### src/rtl/ltl_report_collector_if.sv
// rtl/ltl_report_collector_if.sv - result stream interface of the LTL report collector
//
// Purpose: carries the head FIFO entry of the report collector toward the
// monitor's result interface using a valid/ready handshake.
// Ports (signals):
//   out_valid     - head entry available (driven by the collector)
//   out_ready     - consumer accepts the head entry (driven by the consumer)
//   out_report    - rising-report mask of the head entry
//   out_timestamp - symbol index of the head entry
// Modports: master = collector side, slave = consumer side.

interface ltl_report_collector_if #(
  parameter int NUM_REPORTS = 4,
  parameter int TS_WIDTH    = 16
);
  logic                   out_valid;
  logic                   out_ready;
  logic [NUM_REPORTS-1:0] out_report;
  logic [TS_WIDTH-1:0]    out_timestamp;

  modport master (
    output out_valid,
    output out_report,
    output out_timestamp,
    input  out_ready
  );

  modport slave (
    input  out_valid,
    input  out_report,
    input  out_timestamp,
    output out_ready
  );
endinterface

### src/rtl/ltl_report_collector.sv
// rtl/ltl_report_collector.sv - rising-edge report collector with timestamped FWFT FIFO
//
// Purpose: watches the report lines of one LTL automaton cluster, turns newly
// asserted report bits into {mask, symbol index} events and queues them in a
// first-word-fall-through FIFO; events arriving while the FIFO is full are
// dropped and counted.
// Ports:
//   clk            - clock, all state updates on the rising edge
//   reset          - synchronous active-high reset
//   run            - a symbol is consumed by the cluster this cycle
//   report_in      - report active-state lines, bit i = report i
//   overflow_clear - single-cycle pulse that zeroes overflow_count
//   fifo_level     - current FIFO entry count (post-edge)
//   overflow_count - saturating count of dropped events
//   out_if         - result stream (out_valid/out_ready/out_report/out_timestamp)

module ltl_report_collector #(
  parameter int NUM_REPORTS = 4,
  parameter int FIFO_DEPTH  = 8,
  parameter int TS_WIDTH    = 16
) (
  input  logic                             clk,
  input  logic                             reset,
  input  logic                             run,
  input  logic [NUM_REPORTS-1:0]           report_in,
  input  logic                             overflow_clear,
  output logic [$clog2(FIFO_DEPTH+1)-1:0]  fifo_level,
  output logic [7:0]                       overflow_count,
  ltl_report_collector_if.master           out_if
);
  localparam int AW = (FIFO_DEPTH > 1) ? $clog2(FIFO_DEPTH) : 1;
  localparam int LW = $clog2(FIFO_DEPTH + 1);
  localparam int EW = NUM_REPORTS + TS_WIDTH;

  logic [EW-1:0]          mem [FIFO_DEPTH];
  logic [AW-1:0]          wr_ptr;
  logic [AW-1:0]          rd_ptr;
  logic [LW-1:0]          count;
  logic [TS_WIDTH-1:0]    sym_idx;
  logic [NUM_REPORTS-1:0] prev_report;

  logic [NUM_REPORTS-1:0] rise;
  logic                   push;
  logic                   pop;
  logic                   accept;
  logic                   drop;
  logic                   valid;
  logic [EW-1:0]          head;

  assign rise   = report_in & ~prev_report;
  assign push   = run && (rise != '0);
  assign valid  = (count != '0);
  assign pop    = valid && out_if.out_ready;
  // A full FIFO still takes a push when the head leaves in the same cycle.
  assign accept = push && ((count < LW'(FIFO_DEPTH)) || pop);
  assign drop   = push && !accept;

  // Pointers wrap naturally because FIFO_DEPTH is a power of two.
  always_ff @(posedge clk) begin
    if (reset) begin
      wr_ptr      <= '0;
      rd_ptr      <= '0;
      count       <= '0;
      sym_idx     <= '0;
      prev_report <= '0;
    end else begin
      if (accept) wr_ptr <= wr_ptr + AW'(1);
      if (pop)    rd_ptr <= rd_ptr + AW'(1);
      case ({accept, pop})
        2'b10:   count <= count + LW'(1);
        2'b01:   count <= count - LW'(1);
        default: count <= count;
      endcase
      // prev_report follows report_in even on a drop, so a lost edge is never replayed.
      if (run) begin
        sym_idx     <= sym_idx + TS_WIDTH'(1);
        prev_report <= report_in;
      end
    end
  end

  // Storage needs no reset: entries are only visible while counted as valid.
  always_ff @(posedge clk) begin
    if (accept) mem[wr_ptr] <= {rise, sym_idx};
  end

  always_ff @(posedge clk) begin
    if (reset || overflow_clear) begin
      overflow_count <= '0;
    end else if (drop && (overflow_count != 8'hFF)) begin
      overflow_count <= overflow_count + 8'd1;
    end
  end

  assign head                 = mem[rd_ptr];
  assign out_if.out_valid     = valid;
  assign out_if.out_report    = valid ? head[EW-1:TS_WIDTH] : '0;
  assign out_if.out_timestamp = valid ? head[TS_WIDTH-1:0] : '0;
  assign fifo_level           = count;
endmodule

### src/flat_wrapper.sv
// flat-port wrapper written by rule: the top's interface ports become plain ports
module ltl_report_collector_flat 
#(
  parameter int NUM_REPORTS = 4,
  parameter int FIFO_DEPTH  = 8,
  parameter int TS_WIDTH    = 16
)
  (clk, reset, run, report_in, overflow_clear, fifo_level, overflow_count, out_if_out_valid, out_if_out_report, out_if_out_timestamp, out_if_out_ready);
  ltl_report_collector_if #(.NUM_REPORTS(NUM_REPORTS), .TS_WIDTH(TS_WIDTH)) out_if_i ();
  input  logic clk;
  input  logic reset;
  input  logic run;
  input  logic [NUM_REPORTS-1:0] report_in;
  input  logic overflow_clear;
  output logic [$clog2(FIFO_DEPTH+1)-1:0] fifo_level;
  output logic [7:0] overflow_count;
  output wire logic [$bits(out_if_i.out_valid)-1:0] out_if_out_valid;
  output wire logic [$bits(out_if_i.out_report)-1:0] out_if_out_report;
  output wire logic [$bits(out_if_i.out_timestamp)-1:0] out_if_out_timestamp;
  input wire logic [$bits(out_if_i.out_ready)-1:0] out_if_out_ready;
  assign out_if_out_valid = out_if_i.out_valid;
  assign out_if_out_report = out_if_i.out_report;
  assign out_if_out_timestamp = out_if_i.out_timestamp;
  assign out_if_i.out_ready = out_if_out_ready;
  ltl_report_collector #(.NUM_REPORTS(NUM_REPORTS), .FIFO_DEPTH(FIFO_DEPTH), .TS_WIDTH(TS_WIDTH)) u_core (.clk(clk), .reset(reset), .run(run), .report_in(report_in), .overflow_clear(overflow_clear), .fifo_level(fifo_level), .overflow_count(overflow_count), .out_if(out_if_i));
endmodule
### config.mk
export PLATFORM = sky130hd
export DESIGN_NAME = ltl_report_collector_flat
export DESIGN_NICKNAME = d
export VERILOG_FILES = /design/src/rtl/ltl_report_collector_if.sv /design/src/rtl/ltl_report_collector.sv /design/src/flat_wrapper.sv
export SDC_FILE = /design/constraint.sdc
export NUM_CORES = 1
export LEC_CHECK = 0
export ABC_AREA = 1
export ABC_CLOCK_PERIOD_IN_PS = 4950
export BUFFER_PORTS_ARGS = -buffer_cell sky130_fd_sc_hd__clkbuf_2
export CORE_MARGIN = 2
export CORE_UTILIZATION = 30
export CTS_CLUSTER_DIAMETER = 150
export CTS_CLUSTER_SIZE = 16
export DETAILED_ROUTE_END_ITERATION = 10
export PLACE_DENSITY = 0.57
export SYNTH_ARGS = -nofsm -noshare
export SYNTH_HDL_FRONTEND = slang
export SYNTH_SLANG_ARGS = --single-unit
### constraint.sdc
create_clock -name clk -period 4.95 [get_ports clk]
set_clock_uncertainty 0.05 [all_clocks]
set_input_delay 0.495 -clock clk [delete_from_list [all_inputs] [get_ports clk]]
set_output_delay 0.495 -clock clk [all_outputs]
set_load 0.1 [all_outputs]
==> flow_metrics.py, run 1 <==
metrics = {
    "status": {
        "status": "complete, no violations",
    },
    "worst_setup_path": {
        "arrival_ps": 2950,
        "endpoint": "out_if_out_timestamp[9]",
        "r2r_cells": 7,
        "crit_fanout": 41,
        "endpoint_kind": "output pin",
        "r2r_slack_ps": 2100,
        "r2r-end": "u_core.mem[4][6]",
        "crit-reg2reg-launch": "u_core.fifo_level[3]",
        "critPathLaunchType": "flop",
        "worstPathRequired_ps": 4410,
        "critical_path_class": "reg2out",
    },
    "synth": {
        "synth_top_family_by_area": "simple AND/OR/NAND/NOR gates",
        "synthesis.nets": 757,
        "syn_area_per_cell_sq_um": 11.2,
        "yosys.area_share.simple_pct": 13.5,
        "synth_seq_cells": 201,
        "synthMuxAreaShare_pct": 2.41,
        "synth_compound_area_share_pct": 10.3,
        "synth_xor_area_share_pct": 1.16,
        "ys_types": 34,
        "syn-instance-count": 741,
        "synth.yosys.warnings": 0,
        "synthAdderAreaFrac_pct": 1.06,
        "yosysSeqAreaShare_pct": 67.8,
        "synth_area_sq_mm": 0.00830,
    },
    "global_routing": {
        "grtUsageTotal_pct": 12.8,
        "grt_pass1_vias": 5063,
        "grt_pass1_wl_mm": 28.8,
        "overflow": 0,
        "grt_max_degree": 81,
        "antenna_found_initial": 0,
    },
    "routing": {
        "num_vias": 5309,
        "first_pass_iters": 5,
        "dr.first_iter.drc_count": 334,
        "vias_per_cell": 4.71,
        "routedWlPerCell_um": 16.4,
        "drc_errors": 0,
        "antenna_left": 0,
        "drt-total-wl_mm": 18.5,
    },
    "timing": {
        "worst_slew_pin_slew_ps": 979,
        "hold_violations": 0,
        "setup_tns_ps": 0,
        "clock.fmax_ghz": 0.286,
        "drv_slew": 0,
        "slew-limit-headroom_pct": 34.7,
        "period_share_pct": 70.5,
        "rsz0062_at_grt": "no",
        "period_minus_slack_ps": 3490,
        "setup_viol": 0,
    },
    "clock_network": {
        "ctsResizeCount": 0,
        "cts_made_buffers": 16,
        "cts.root.buffer_cell": "clkbuf_16",
        "clkLatencyLatePin_ps": 470,
        "path_clk_slew_ps": 80,
        "clock_path_buffers": 3,
        "cts_tree": "done",
        "post_cts_buffers": 0,
        "htree_levels": 1,
        "clock_sinks": 201,
        "ctsHoldBuffers": 0,
    },
    "die": {
        "pin_count": 42,
        "core_sq_mm": 0.0270,
        "initial_utilization_pct": 30.7,
        "die_y_um": 170,
        "die-area_sq_mm": 0.0290,
        "fp-row-count": 60,
        "die_w_um": 170,
    },
    "cells_and_area": {
        "antenna_cells": 0,
        "syn2layout_area_growth_pct": 12.7,
        "drive_gt1_share_pct": 12.5,
        "layout_commonest_cell": "nor2_1",
        "final_cell_area_sq_mm": 0.00935,
        "fin_nets": 793,
        "fin_cells": 1128,
        "layout_common_cells": "162 x nor2_1, 160 x edfxtp_1, 100 x o21ai_0, 55 x nand2_1, 41 x clkbuf_2",
    },
    "place": {
        "routabilityCongestion": 0.779,
        "hpwlAfterDp_mm": 10.8,
        "place_inst": 1100,
        "placed_cell_area_sq_mm": 0.00888,
        "numPortBuffers": 41,
    },
    "worst_hold_path": {
        "min_from": "report_in[0]",
        "hold_class": "in2reg",
    },
    "job": {
        "maxCapViolations": 0,
    },
    "power_and_ir_drop": {
        "power_per_cell_area_mw_per_mm2": 576,
        "vdd_drop_max_v": 0.000376,
        "power_leakage_uw": 0.00334,
    },
}
flip-flops by register name, indices dropped and copies added (netlist names), named ones only:
register               cells
u_core.fifo_level          4
u_core.mem               160
u_core.overflow_count      8
u_core.prev_report         4
u_core.rd_ptr              3
u_core.sym_idx            16
u_core.wr_ptr              3
how the worst min path moves through the flow:
stage / end / slack (ps) / depth (start not counted)
finish: u_core.prev_report[0] / 280 / 3
global route: u_core.prev_report[1] / 290 / 3
CTS: u_core.prev_report[1] / 270 / 3
global placement: u_core.prev_report[0] / 390 / 2
floorplan: flop / 380 / 2
detailed placement: u_core.prev_report[0] / 400 / 2
per-stage QoR:
step                      hold slack, ps  power (uW)  util (%)  worst slack [ps]
after floorplan                      383        3820         -              1170
after global placement               393        4230      32.9              1980
after detailed placement             401        4240      32.9              1970
after CTS                            267        5450      34.6              1440
after global routing                 290        5660      34.6              1200
final                                280        5390      34.6              1460
area by class of cell:
| class | instances | area, sq um |
|---|---|---|
| Fill cell | 2681 | 17700 |
| Sequential cell | 201 | 5630 |
| Multi-Input combinational cell | 467 | 2390 |
| Clock buffer | 27 | 463 |
| Tap cell | 341 | 427 |
| Timing Repair Buffer | 53 | 295 |
| Inverter | 38 | 143 |
| Clock inverter | 1 | 8.76 |
cell usage after synthesis (all sizes together):
library cell / n / share of area [%]
dfxtp: 41 / 9.9
clkbuf: 17 / 0.80
inv: 37 / 1.7
buf: 18 / 1.3
clkinv: 1 / 0.045
mux2i: 20 / 2.4
ha: 7 / 1.1
xor2: 5 / 0.53
o21ai: 115 / 6.9
and3: 1 / 0.075
nor2: 170 / 7.9
o22ai: 20 / 1.5
o21a: 1 / 0.090
nand4: 7 / 0.71
edfxtp: 160 / 58
nand3: 19 / 1.3
xnor2: 6 / 0.63
nor3: 8 / 0.62
nand2: 60 / 2.9
a21oi: 28 / 1.7
critical path: stages, from the launching register on:
cell      delay, ps
dfxtp_2         800
buf_4           490
o21ai_0         160
o21ai_0         190
o21ai_1          70
nor2_1          230
clkbuf_2        500
per-layer routing:
layer	GRT usage, %	share of wire (%)	vias to the layer above	wire (um)
met1	17.5	46	2503	8490
met2	21.1	47	123	8790
met5	0	0	-	0
met4	3.31	1.3	0	240
met3	2.14	5.4	16	999
li1	-	-	2667	-
kinds of logic after synthesis:
group / count (synthesis)
AO/OA/AOI/OAI: 164
XOR/XNOR: 11
adder cells (fa/ha/maj): 7
buffers and inverters: 73
flip-flops: 201
multiplexers: 20
AND/OR/NAND/NOR: 265
power by group:
group	internal (uW)	switching, uW	total (uW)
clock	643	564	1210
sequential	1900	80.4	1980
combinational	404	1790	2200
total	2950	2440	5390
No activity file was read; power rests on OpenSTA's default activity.
==> inputs of run 2 (changes only) <==
Settings changed: ABC_CLOCK_PERIOD_IN_PS 4950 to 3600.
Clock period 4.95 ns to 3.6 ns, I/O delays scaled along.
==> run 2 against run 1 <==
Against the previous run: register-to-register slack got worse by 1100 ps; global-route usage fell by 0.41 points; flip-flop and latch count did not move; sequential share of layout area fell by 0.35 points; core utilization rose by 0.20 points; cell count barely moved; die area did not move; first-iteration DRC count fell by 14%; routed wire length fell by 3.4%; design area rose by 0.59%; clock power rose by 36%; via count rose by 1.8%.
==> flow_metrics.py, run 2 (synthesis gave the netlist of run 1 again) <==
metrics = {
    "die": {
        "die_y_um": 170,
        "core_sq_mm": 0.0270,
        "pin_count": 42,
        "die_w_um": 170,
        "initial_utilization_pct": 30.7,
        "fp-row-count": 60,
        "die-area_sq_mm": 0.0290,
    },
    "global_routing": {
        "grt_pass1_vias": 5035,
        "grtUsageTotal_pct": 12.4,
        "antenna_found_initial": 0,
        "grt_pass1_wl_mm": 28.0,
        "grt_max_degree": 81,
        "overflow": 0,
    },
    "clock_network": {
        "cts.root.buffer_cell": "clkbuf_16",
        "post_cts_buffers": 0,
        "clock_sinks": 201,
        "ctsHoldBuffers": 0,
        "cts_made_buffers": 16,
        "path_clk_slew_ps": 70,
        "clock_path_buffers": 3,
        "clkLatencyLatePin_ps": 470,
        "ctsResizeCount": 0,
        "htree_levels": 1,
        "cts_tree": "done",
    },
    "worst_setup_path": {
        "critPathLaunchType": "flop",
        "critical_path_class": "reg2out",
        "slowest_stage": "clkbuf_2",
        "crit-reg2reg-launch": "u_core.fifo_level[3]",
        "endpoint_kind": "output pin",
        "worstPathRequired_ps": 3190,
        "crit_fanout": 31,
        "slowest_delay_ps": 490,
        "arrival_ps": 2650,
        "cp_num_buf_inv": 3,
        "cp_top_family": "buffers and inverters",
        "r2r_slack_ps": 970,
        "cp_cell_sequence": "inv_2, buf_4, nor2_1, o21ai_0, o21ai_0, nor2_1, clkbuf_2",
    },
    "cells_and_area": {
        "finish.utilization_pct": 34.8,
        "regMostFlops": "u_core.mem",
        "top_regs": "u_core.mem (160), u_core.sym_idx (16), u_core.overflow_count (8)",
        "largest_reg_flops": 160,
        "fin_nets": 794,
        "drive_gt1_share_pct": 13.7,
        "syn2layout_area_growth_pct": 13.3,
        "antenna_cells": 0,
        "layout_commonest_cell": "edfxtp_1",
        "final_cell_area_sq_mm": 0.00941,
        "layout_common_cells": "160 x edfxtp_1, 153 x nor2_1, 100 x o21ai_0, 55 x nand2_1, 41 x clkbuf_2",
    },
    "worst_hold_path": {
        "min_from": "report_in[3]",
        "hold_class": "in2reg",
    },
    "power_and_ir_drop": {
        "power.switching_uw": 3360,
        "p_int_uw": 4090,
        "sw_frac_of_total_pct": 45.1,
        "vdd_drop_max_v": 0.000528,
        "pwr-share-comb_pct": 41.7,
        "p_seq_share_pct": 36.1,
        "power_leakage_uw": 0.00335,
        "clkPwrFrac_pct": 22.2,
        "power_per_cell_area_mw_per_mm2": 792,
    },
    "routing": {
        "drt-total-wl_mm": 17.9,
        "antenna_left": 0,
        "num_vias": 5405,
        "dr.first_iter.drc_count": 288,
        "routedWlPerCell_um": 15.9,
        "drc_errors": 0,
        "vias_per_cell": 4.79,
        "first_pass_iters": 4,
    },
    "place": {
        "numPortBuffers": 41,
        "placed_cell_area_sq_mm": 0.00894,
        "routabilityCongestion": 0.813,
        "hpwlAfterDp_mm": 10.7,
    },
    "timing": {
        "period_minus_slack_ps": 3060,
        "hold_violations": 0,
        "setup_viol": 0,
        "clock.fmax_ghz": 0.327,
        "rsz0062_at_grt": "no",
        "worst_slew_pin_slew_ps": 735,
        "slew-limit-headroom_pct": 50.9,
        "setup_tns_ps": 0,
        "drv_slew": 0,
        "period_share_pct": 84.9,
    },
    "status": {
        "status": "complete, no violations",
    },
    "job": {
        "maxCapViolations": 0,
    },
}
==> run 2: cell count changes in the layout (fill, tap and decap cells not counted), sizes merged <==
cell	change
buf	+1
==> run 2: power by group through the flow <==
stage / sequential [uW] / combinational (uW) / clock [uW]
floorplan: 2880 / 2420 / 0
global placement: 2740 / 3140 / 0
detailed placement: 2740 / 3140 / 0
CTS: 2690 / 3150 / 1690
global route: 2700 / 3340 / 1770
finish: 2690 / 3110 / 1650
==> run 2: area by class of cell <==
cell class / count / area [sq um]
fill: 2683 / 17600
tap: 341 / 427
multi-input combinational: 467 / 2410
clock buffer: 27 / 463
clock inverter: 1 / 8.76
timing repair buffer: 54 / 328
inverter: 38 / 143
sequential: 201 / 5630
==> run 2: routing by layer <==
layer / part of all wire (%) / wire, um / global-route usage (%)
met3: 5.1 / 917 / 2.09
met5: 0 / 0 / 0
met2: 48 / 8580 / 20.8
met4: 1.9 / 344 / 3.60
met1: 45 / 8060 / 16.4
==> run 2: final timing paths <==
kind | end | cells past startpoint
max | out_if_out_timestamp[4] | 7
min | u_core.prev_report[3] | 3
max reg2reg | u_core.fifo_level[2] | 14
min reg2reg | flop | 2
==> run 2: worst reg2reg max path: cells and delay by family, from the launching register on <==
family	cells	cell delay (ps)
AOI/OAI and AO/OA	2	200
adders and majority gates	2	460
and+or+nand+nor	7	1160
buffers and inverters	2	90
xor gates and xnor gates	1	130
DFF	1	450
==> run 2: metrics by stage <==
step                setup slack [ps]  std cells  hold WS, ps  power, uW
finish                           544       1129          143       7450
floorplan                       75.5        741          383       5300
CTS                              501       1129          129       7530
global route                     431       1129          168       7820
global placement                 999       1101          392       5880
detailed placement               940       1101          401       5880
